$ cat config.mk
export PLATFORM = sky130hd
export DESIGN_NAME = memory_arbiter
export DESIGN_NICKNAME = d
export VERILOG_FILES = /design/src/rtl/cpu_types_pkg.sv /design/src/rtl/memory_arbiter_rr_picker.sv /design/src/rtl/memory_arbiter.sv
export SDC_FILE = /design/constraint.sdc
export NUM_CORES = 1
export LEC_CHECK = 0
export BUFFER_PORTS_ARGS = -buffer_cell sky130_fd_sc_hd__buf_2
export CORE_AREA = 2 2 168 170
export DETAILED_ROUTE_END_ITERATION = 10
export DIE_AREA = 0 0 170 172
export PLACE_DENSITY_LB_ADDON = 0.15
export SLEW_MARGIN = 20
export SYNTH_ARGS = -nofsm -noshare
export SYNTH_HDL_FRONTEND = slang
export SYNTH_SLANG_ARGS = --single-unit
$ cat constraint.sdc
create_clock -name CLK -period 4 [get_ports CLK]
set_input_delay 0.8 -clock CLK [delete_from_list [all_inputs] [get_ports CLK]]
set_output_delay 0.8 -clock CLK [all_outputs]
set_load 0.1 [all_outputs]
$ cat src/rtl/cpu_types_pkg.sv
// cpu_types_pkg: shared cache/RAM types plus memory arbiter encodings
//   word_t      - 32-bit machine word
//   ramstate_t  - RAM model handshake state
//   arb_state_t - memory arbiter FSM state
//   slot_w()    - slot index width for 2*cpus requester slots
package cpu_types_pkg;
  typedef logic [31:0] word_t;
  typedef enum logic [1:0] {FREE, BUSY, ACCESS, ERROR} ramstate_t;
  typedef enum logic [1:0] {IDLE, SERVE, BURST} arb_state_t;
  localparam int CPUS_DEF = 2;
  function automatic int slot_w(input int cpus);
    return $clog2(2 * cpus);
  endfunction
  localparam int SLOT_W = slot_w(CPUS_DEF);
endpackage

$ cat src/rtl/memory_arbiter_rr_picker.sv
// rr_picker: combinational round-robin pick of the first requesting slot at or after rr
//   req   in  [N]  per-slot request vector
//   rr    in  [W]  round-robin start pointer
//   valid out 1    any slot requesting
//   sel   out [W]  selected slot
module rr_picker #(
  parameter int N = 4,
  parameter int W = 2
) (
  input  logic [N-1:0] req,
  input  logic [W-1:0] rr,
  output logic         valid,
  output logic [W-1:0] sel
);
  logic [W-1:0] idx;
  int k;
  // Walk from the farthest candidate back to rr so the closest requester wins.
  always_comb begin
    valid = |req;
    sel = '0;
    idx = '0;
    k = 0;
    for (int i = N - 1; i >= 0; i--) begin
      k = (int'(rr) + i) % N;
      idx = W'(k);
      if (req[idx]) sel = idx;
    end
  end
endmodule

$ cat src/rtl/memory_arbiter.sv
// memory_arbiter: round-robin arbitration of icache/dcache word requests onto one RAM port
//   CLK, nRST            clock, asynchronous active-low reset
//   iREN/iaddr           icache read request/address per CPU
//   iwait/iload          icache stall (low in completing cycle) / read data
//   dREN/dWEN/daddr/dstore  dcache request, address, write data per CPU
//   dwait/dload          dcache stall (low in completing cycle) / read data
//   ramREN/ramWEN/ramaddr/ramstore  RAM strobes, address, write data
//   ramload/ramstate     RAM read data / handshake state
//   Slot 2c is dcache c, slot 2c+1 is icache c.
module memory_arbiter
  import cpu_types_pkg::*;
#(
  parameter int CPUS = 2
) (
  input  logic                  CLK,
  input  logic                  nRST,
  input  logic      [CPUS-1:0]  iREN,
  input  word_t     [CPUS-1:0]  iaddr,
  output logic      [CPUS-1:0]  iwait,
  output word_t     [CPUS-1:0]  iload,
  input  logic      [CPUS-1:0]  dREN,
  input  logic      [CPUS-1:0]  dWEN,
  input  word_t     [CPUS-1:0]  daddr,
  input  word_t     [CPUS-1:0]  dstore,
  output logic      [CPUS-1:0]  dwait,
  output word_t     [CPUS-1:0]  dload,
  output logic                  ramREN,
  output logic                  ramWEN,
  output word_t                 ramaddr,
  output word_t                 ramstore,
  input  word_t                 ramload,
  input  ramstate_t             ramstate
);
  localparam int N = 2 * CPUS;
  localparam int W = slot_w(CPUS);
  arb_state_t state_q, state_d;
  logic [W-1:0] grant_q, grant_d, rr_q, rr_d, sel, grant_nxt;
  logic [N-1:0] req;
  logic valid, g_req, g_ren, g_wen, g_dc, done;
  word_t g_addr, g_store;
  rr_picker #(.N(N), .W(W)) u_pick (
    .req  (req),
    .rr   (rr_q),
    .valid(valid),
    .sel  (sel)
  );
  always_comb begin
    req = '0;
    for (int c = 0; c < CPUS; c++) begin
      req[2*c]   = dREN[c] | dWEN[c];
      req[2*c+1] = iREN[c];
    end
  end
  // Mux the granted slot's live inputs; a dcache with both strobes high is a write.
  always_comb begin
    g_req = 1'b0;
    g_ren = 1'b0;
    g_wen = 1'b0;
    g_addr = '0;
    g_store = '0;
    for (int c = 0; c < CPUS; c++) begin
      if (grant_q == W'(2 * c)) begin
        g_req = dREN[c] | dWEN[c];
        g_wen = dWEN[c];
        g_ren = dREN[c] & ~dWEN[c];
        g_addr = daddr[c];
        g_store = dstore[c];
      end
      if (grant_q == W'(2 * c + 1)) begin
        g_req = iREN[c];
        g_ren = iREN[c];
        g_addr = iaddr[c];
      end
    end
  end
  assign g_dc = ~grant_q[0];
  assign grant_nxt = (grant_q == W'(N - 1)) ? '0 : grant_q + 1'b1;
  always_comb begin
    state_d = state_q;
    grant_d = grant_q;
    rr_d = rr_q;
    done = 1'b0;
    ramREN = 1'b0;
    ramWEN = 1'b0;
    ramaddr = '0;
    ramstore = '0;
    if (state_q == IDLE) begin
      if (valid) begin
        grant_d = sel;
        state_d = SERVE;
      end
    end else begin
      ramREN = g_ren;
      ramWEN = g_wen;
      ramaddr = g_addr;
      ramstore = g_store;
      done = g_req && ramstate == ACCESS;
      if (!g_req) begin
        // Abandoning word 0 leaves rr alone; abandoning word 1 still retires the block.
        state_d = IDLE;
        rr_d = (state_q == BURST) ? grant_nxt : rr_q;
      end else if (done) begin
        state_d = (state_q == SERVE && g_dc && !g_addr[2]) ? BURST : IDLE;
        rr_d = (state_d == BURST) ? rr_q : grant_nxt;
      end
    end
  end
  always_comb begin
    for (int c = 0; c < CPUS; c++) begin
      dwait[c] = ~(done && grant_q == W'(2 * c));
      iwait[c] = ~(done && grant_q == W'(2 * c + 1));
      dload[c] = ramload;
      iload[c] = ramload;
    end
  end
  always_ff @(posedge CLK or negedge nRST) begin
    if (!nRST) begin
      state_q <= IDLE;
      grant_q <= '0;
      rr_q <= '0;
    end else begin
      state_q <= state_d;
      grant_q <= grant_d;
      rr_q <= rr_d;
    end
  end
endmodule

Word-level counts from Yosys, hierarchy flattened
Index checks and enable logic that the tools add are counted.
W data, S select, Z words.
{"block": "op_classes", "bitwise": 12, "eq_ne": 11, "muxes": 43, "n_reduce_logical": 15, "magnitude_cmp": 4, "n_addsub": 4}
{"op": "$mux W32", "count": 8}
{"op": "$mux W2", "count": 14}
{"op": "$mux W1", "count": 17}
{"op": "$lt A2 B3 Y1 const B", "count": 4}
{"op": "$eq A2 B2 Y1 const B", "count": 5}
{"op": "$bmux W1 S2", "count": 4}
{"op": "$not A1 Y1", "count": 8}
{"op": "$logic_and A1 B1 Y1", "count": 7}
{"op": "$add A2 B1 Y2 const B", "count": 2}
{"op": "$add A2 B2 Y2 const B", "count": 2}
{"op": "$eq A2 B1 Y1 const B", "count": 2}
{"op": "$logic_not A2 Y1", "count": 2}
{"op": "$ne A2 B1 Y1 const B", "count": 2}
{"op": "$reduce_and A2 Y1", "count": 2}
{"op": "$reduce_and A4 Y1", "count": 1}
{"op": "$reduce_or A4 Y1", "count": 1}
{"op": "$ne A3 B1 Y1 const B", "count": 1}
{"op": "$and A1 B1 Y1", "count": 2}
{"op": "$ne A2 B2 Y1 const B", "count": 1}
{"op": "$or A1 B1 Y1", "count": 2}
{"op": "$reduce_bool A2 Y1", "count": 1}
{"op": "$logic_not A1 Y1", "count": 1}
{"block": "totals", "elab_cells": 92, "register_bits": 6, "in_bits": 234, "output_inout_bits": 198}

Logic depth before layout (Yosys ltp)
{"block": "logic_depth", "depth_word": 12, "mapped_depth": 9, "ltp_nobuf": 7}

By module
From an unflattened synthesis, not the netlist that was laid out.
{"block": "hier_totals", "hier_cells": 559, "hier_area_um2": 3463.3}
{"module": "memory_arbiter", "cells_each": 546, "instances": 1, "area_per_inst_um2": 3385.7, "seq_area_each_um2": 150.1}
{"module": "rr_picker", "cells_each": 13, "instances": 1, "area_per_inst_um2": 77.6, "seq_area_each_um2": 0.0}

Least setup slack after synthesis
No wires, ideal clock.
{"block": "synth_timing", "path_type": "reg2out", "start": "register grant_q[0]", "end": "output port ramWEN", "t_arrival_ns": 3.360, "stages_incl_launch_ff": 8, "required_ns": 3.200, "setup_slack_ns": -0.160, "path_buffers": 3, "cell_sequence": "dfrtp_1 inv_1 ha_1 buf_2 buf_2 buf_2 a21oi_1 nor3_1"}
{"block": "synth_between", "elab_chain_len": 4, "elab_cells_between_ends": 5, "classes_between": "eq/ne (1); mux (3); reduce/logical (1)"}
{"element": "start, declared", "line_no": "memory_arbiter.sv:37", "text": "logic [W-1:0] grant_q, grant_d, rr_q, rr_d, sel, grant_nxt;"}
{"element": "start signal, assigned", "line_no": "memory_arbiter.sv:123", "text": "grant_q <= grant_d;"}
{"element": "$logic_not A2 Y1", "line_no": "memory_arbiter.sv:62", "text": "if (grant_q == W'(2 * c)) begin"}
{"element": "$mux W1", "line_no": "memory_arbiter.sv:62"}
{"element": "$mux W1 *", "line_no": "memory_arbiter.sv:62"}
{"element": "$mux W1 *", "line_no": "memory_arbiter.sv:87", "text": "if (state_q == IDLE) begin"}
{"element": "end, declared", "line_no": "memory_arbiter.sv:28", "text": "output logic ramWEN,"}
Mark *: on every way between the ends. The rest lies on a longest branch, timed or not.

Final worst setup path
{"block": "layout_timing", "start": "register grant_q[0]", "end": "output port dwait[1]"}
{"block": "layout_between", "elab_chain_len": 9, "elab_cells_between_ends": 12, "classes_between": "eq/ne (3); mux (5); bitwise (1); reduce/logical (3)"}
{"element": "$logic_not A2 Y1", "line_no": "memory_arbiter.sv:62"}
{"element": "$mux W1", "line_no": "memory_arbiter.sv:62"}
{"element": "$mux W1", "line_no": "memory_arbiter.sv:69", "text": "if (grant_q == W'(2 * c + 1)) begin"}
{"element": "$mux W1", "line_no": "memory_arbiter.sv:62"}
{"element": "$mux W1", "line_no": "memory_arbiter.sv:69"}
{"element": "$logic_and A1 B1 Y1", "line_no": "memory_arbiter.sv:97", "text": "done = g_req && ramstate == ACCESS;"}
{"element": "$mux W1", "line_no": "memory_arbiter.sv:87"}
{"element": "$logic_and A1 B1 Y1 *", "line_no": "memory_arbiter.sv:110", "text": "dwait[c] = ~(done && grant_q == W'(2 * c));"}
{"element": "$not A1 Y1 *", "line_no": "memory_arbiter.sv:110"}
{"element": "end, declared", "line_no": "memory_arbiter.sv:25", "text": "output logic [CPUS-1:0] dwait,"}
Marks and branches as above.

==> run summary <==
Run status -> completed
Finished Layout Cells -> 1016
R2R Setup Slk -> 1.44 ns
Slowest stage cell, crit path -> ha_4
Worst r2r src -> grant_q[0]
Register area share after synthesis -> 0.0449
Cells after Synth -> 557
TritonCTS clock tree -> done
Dpl cells -> 1012
Crit-path cells -> inv_1, ha_4, and2b_1, a21boi_2, and2_4, and3_1, nand2_1, buf_2
Post-DP HPWL -> 13.3 mm
Global route overflow -> 0
Setup Skew -> 0.00127 ns
Die Area -> 29200 um2
Initial antenna violation count -> 3
Reg2reg path depth -> 7
Max Clock Freq -> 283 MHz
Post-synth EDFFs -> 0
Drt wl/cell -> 16.0 um
Minimum clock period -> 3.53 ns
Max Cap Viol -> 0
Crit path required time -> 3.20 ns
Final Wtd Congestion -> 0.697
Reg2reg end -> rr_q[1]
Die height -> 172 um
# resized after CTS -> 0
Final worst-path cycle share -> 0.882
Syn Std Cell Area -> 3350 um2
Vias in the first global route -> 3878
Worst Path Max Fanout -> 65
Gr usage total -> 0.102
Starting Density -> 0.122
Chip Width -> 170 um
Root buffer cell -> clkbuf_16
Worst-skew pair later-pin latency -> 0.23 ns
# H-tree levels -> 1
Worst-Margin Slew -> 0.706 ns
DR vias -> 3951
Syn_area_per_cell -> 6.01 um2
Asr flop ratio synth -> 1.00
Ys Warns -> 0
Pin count of the biggest net entering global routing -> 70
Most common cell after layout, fill and taps aside -> buf_2
Most frequent cells in the layout -> 271 x buf_2, 103 x nor2_1, 68 x a21oi_1
Post-CTS Setup Inserts -> 0
Slew Limit Headroom -> 0.529
CP Data Arrival Time -> 2.73 ns
Setup TNS -> 0 ns
Hold crit path type -> input pin to async pin
Clock Pin Slew Worst Setup and Hold Paths -> 0.03 ns
Yosys reg bits -> 6
CP endpoint kind -> primary output
Final Hold Slack -> 0.400 ns
Worst Path Buf+Inv -> 2
CTS max path bufs -> 2
PortBufs -> 271
Net count, final -> 909
Routed vias/inst -> 3.89
Unique masters post-synth -> 37
Area Growth Syn to Fin -> 25.8%
Synth Flop Type -> dfrtp_1
RSZ-0062 raised after global routing -> false
CP max stage delay -> 0.59 ns
Crit path max-delay family -> simple AND/OR/NAND/NOR gates
Antenna viol nets, final -> 0
Hold buffers post-CTS -> 0
DR DRC count -> 0
Total wire length -> 16.3 mm
Fin. Hold Viols -> 0
Core ar. -> 27500 um2
CP startpoint kind -> flop
Slew Limit Fails -> 0
CTS Buf Count -> 3
Layout cells sized above 1 -> 0.438
CP Class -> flop to primary output
Setup-failing EPs final -> 0
First-pass GRT wire length -> 22.9 mm
Pre-antenna DRT Iters -> 5
Fillers -> 3310
I/O pins -> 432
# clock sinks -> 6
Syn_nets -> 795
DRT iter0 DRCs -> 130
Cell Rows -> 61
==> worst max-delay path by stage <==
stage	startpoint	to	slack, ns	depth (start not counted)
2_1_floorplan	grant_q[0]	ramaddr[15]	0.47	8
3_3_place_gp	grant_q[0]	dwait[1]	0.66	8
3_5_place_dp	grant_q[0]	dwait[1]	0.68	8
4_1_cts	grant_q[0]	dwait[1]	0.40	8
5_1_grt	grant_q[0]	ramaddr[28]	0.27	8
6_report	grant_q[0]	dwait[1]	0.47	8
==> cell families (layout without fill, tap and decap cells) <==
logic type               after synthesis  in the layout  share of synthesized area
multiplexers                           2              2                    0.00673
adder cells (fa/ha/maj)                4              4                     0.0150
other                                  0              1                          0
flip-flops                             6              6                     0.0449
buffers and inverters                173            285                      0.349
AO/OA/AOI/OAI                        116            116                      0.222
AND/OR/NAND/NOR                      256            256                      0.363
==> synthesized netlist by cell type (3+ instances only) <==
cell type / n / area, um2
o21ai_0: 4 / 20.0
buf_2: 19 / 95.1
buf_4: 130 / 976
a21oi_1: 68 / 340
buf_1: 4 / 15.0
nor2_1: 104 / 390
inv_1: 3 / 11.3
a211oi_1: 3 / 22.5
nor3_1: 33 / 165
nand2b_1: 5 / 31.3
dfrtp_1: 6 / 150
ha_1: 4 / 50.1
a221oi_1: 31 / 272
nor2b_1: 64 / 400
clkbuf_1: 16 / 60.1
nand2_1: 37 / 139
==> routing by layer <==
layer	up-vias	GRT usage	routed length, um
met4	4	0.0346	533
li1	1968	-	-
met2	223	0.176	7480
met1	1691	0.122	6720
met3	65	0.0284	1530
met5	-	0	32
==> registers in the layout (all words and copies together) (netlist names) <==
signal,cells
grant_q,2
rr_q,2
state_q,2
==> per-stage QoR <==
| step | instance area, um2 | util | worst slack [ns] |
|---|---|---|---|
| final | 4210 | 0.153 | 0.470 |
| after detailed placement | 4130 | 0.150 | 0.679 |
| after floorplan | 3350 | - | 0.474 |
| after global routing | 4210 | 0.153 | 0.269 |
| after global placement | 4130 | 0.150 | 0.656 |
| after CTS | 4210 | 0.153 | 0.402 |
==> cell type report <==
class	instances	area, um2	share of cell area
sequential	6	150	0.0357
timing repair buffer	279	1480	0.351
inverter	3	11.3	0.00267
multi-input combinational	378	2060	0.489
tap	346	433	0.103
antenna	1	2.50	0.000594
clock buffer	3	75.1	0.0178
Power is left out: the tool's default activity adds up to more than one toggle a clock period on the data nets, which glitch-free logic cannot reach.
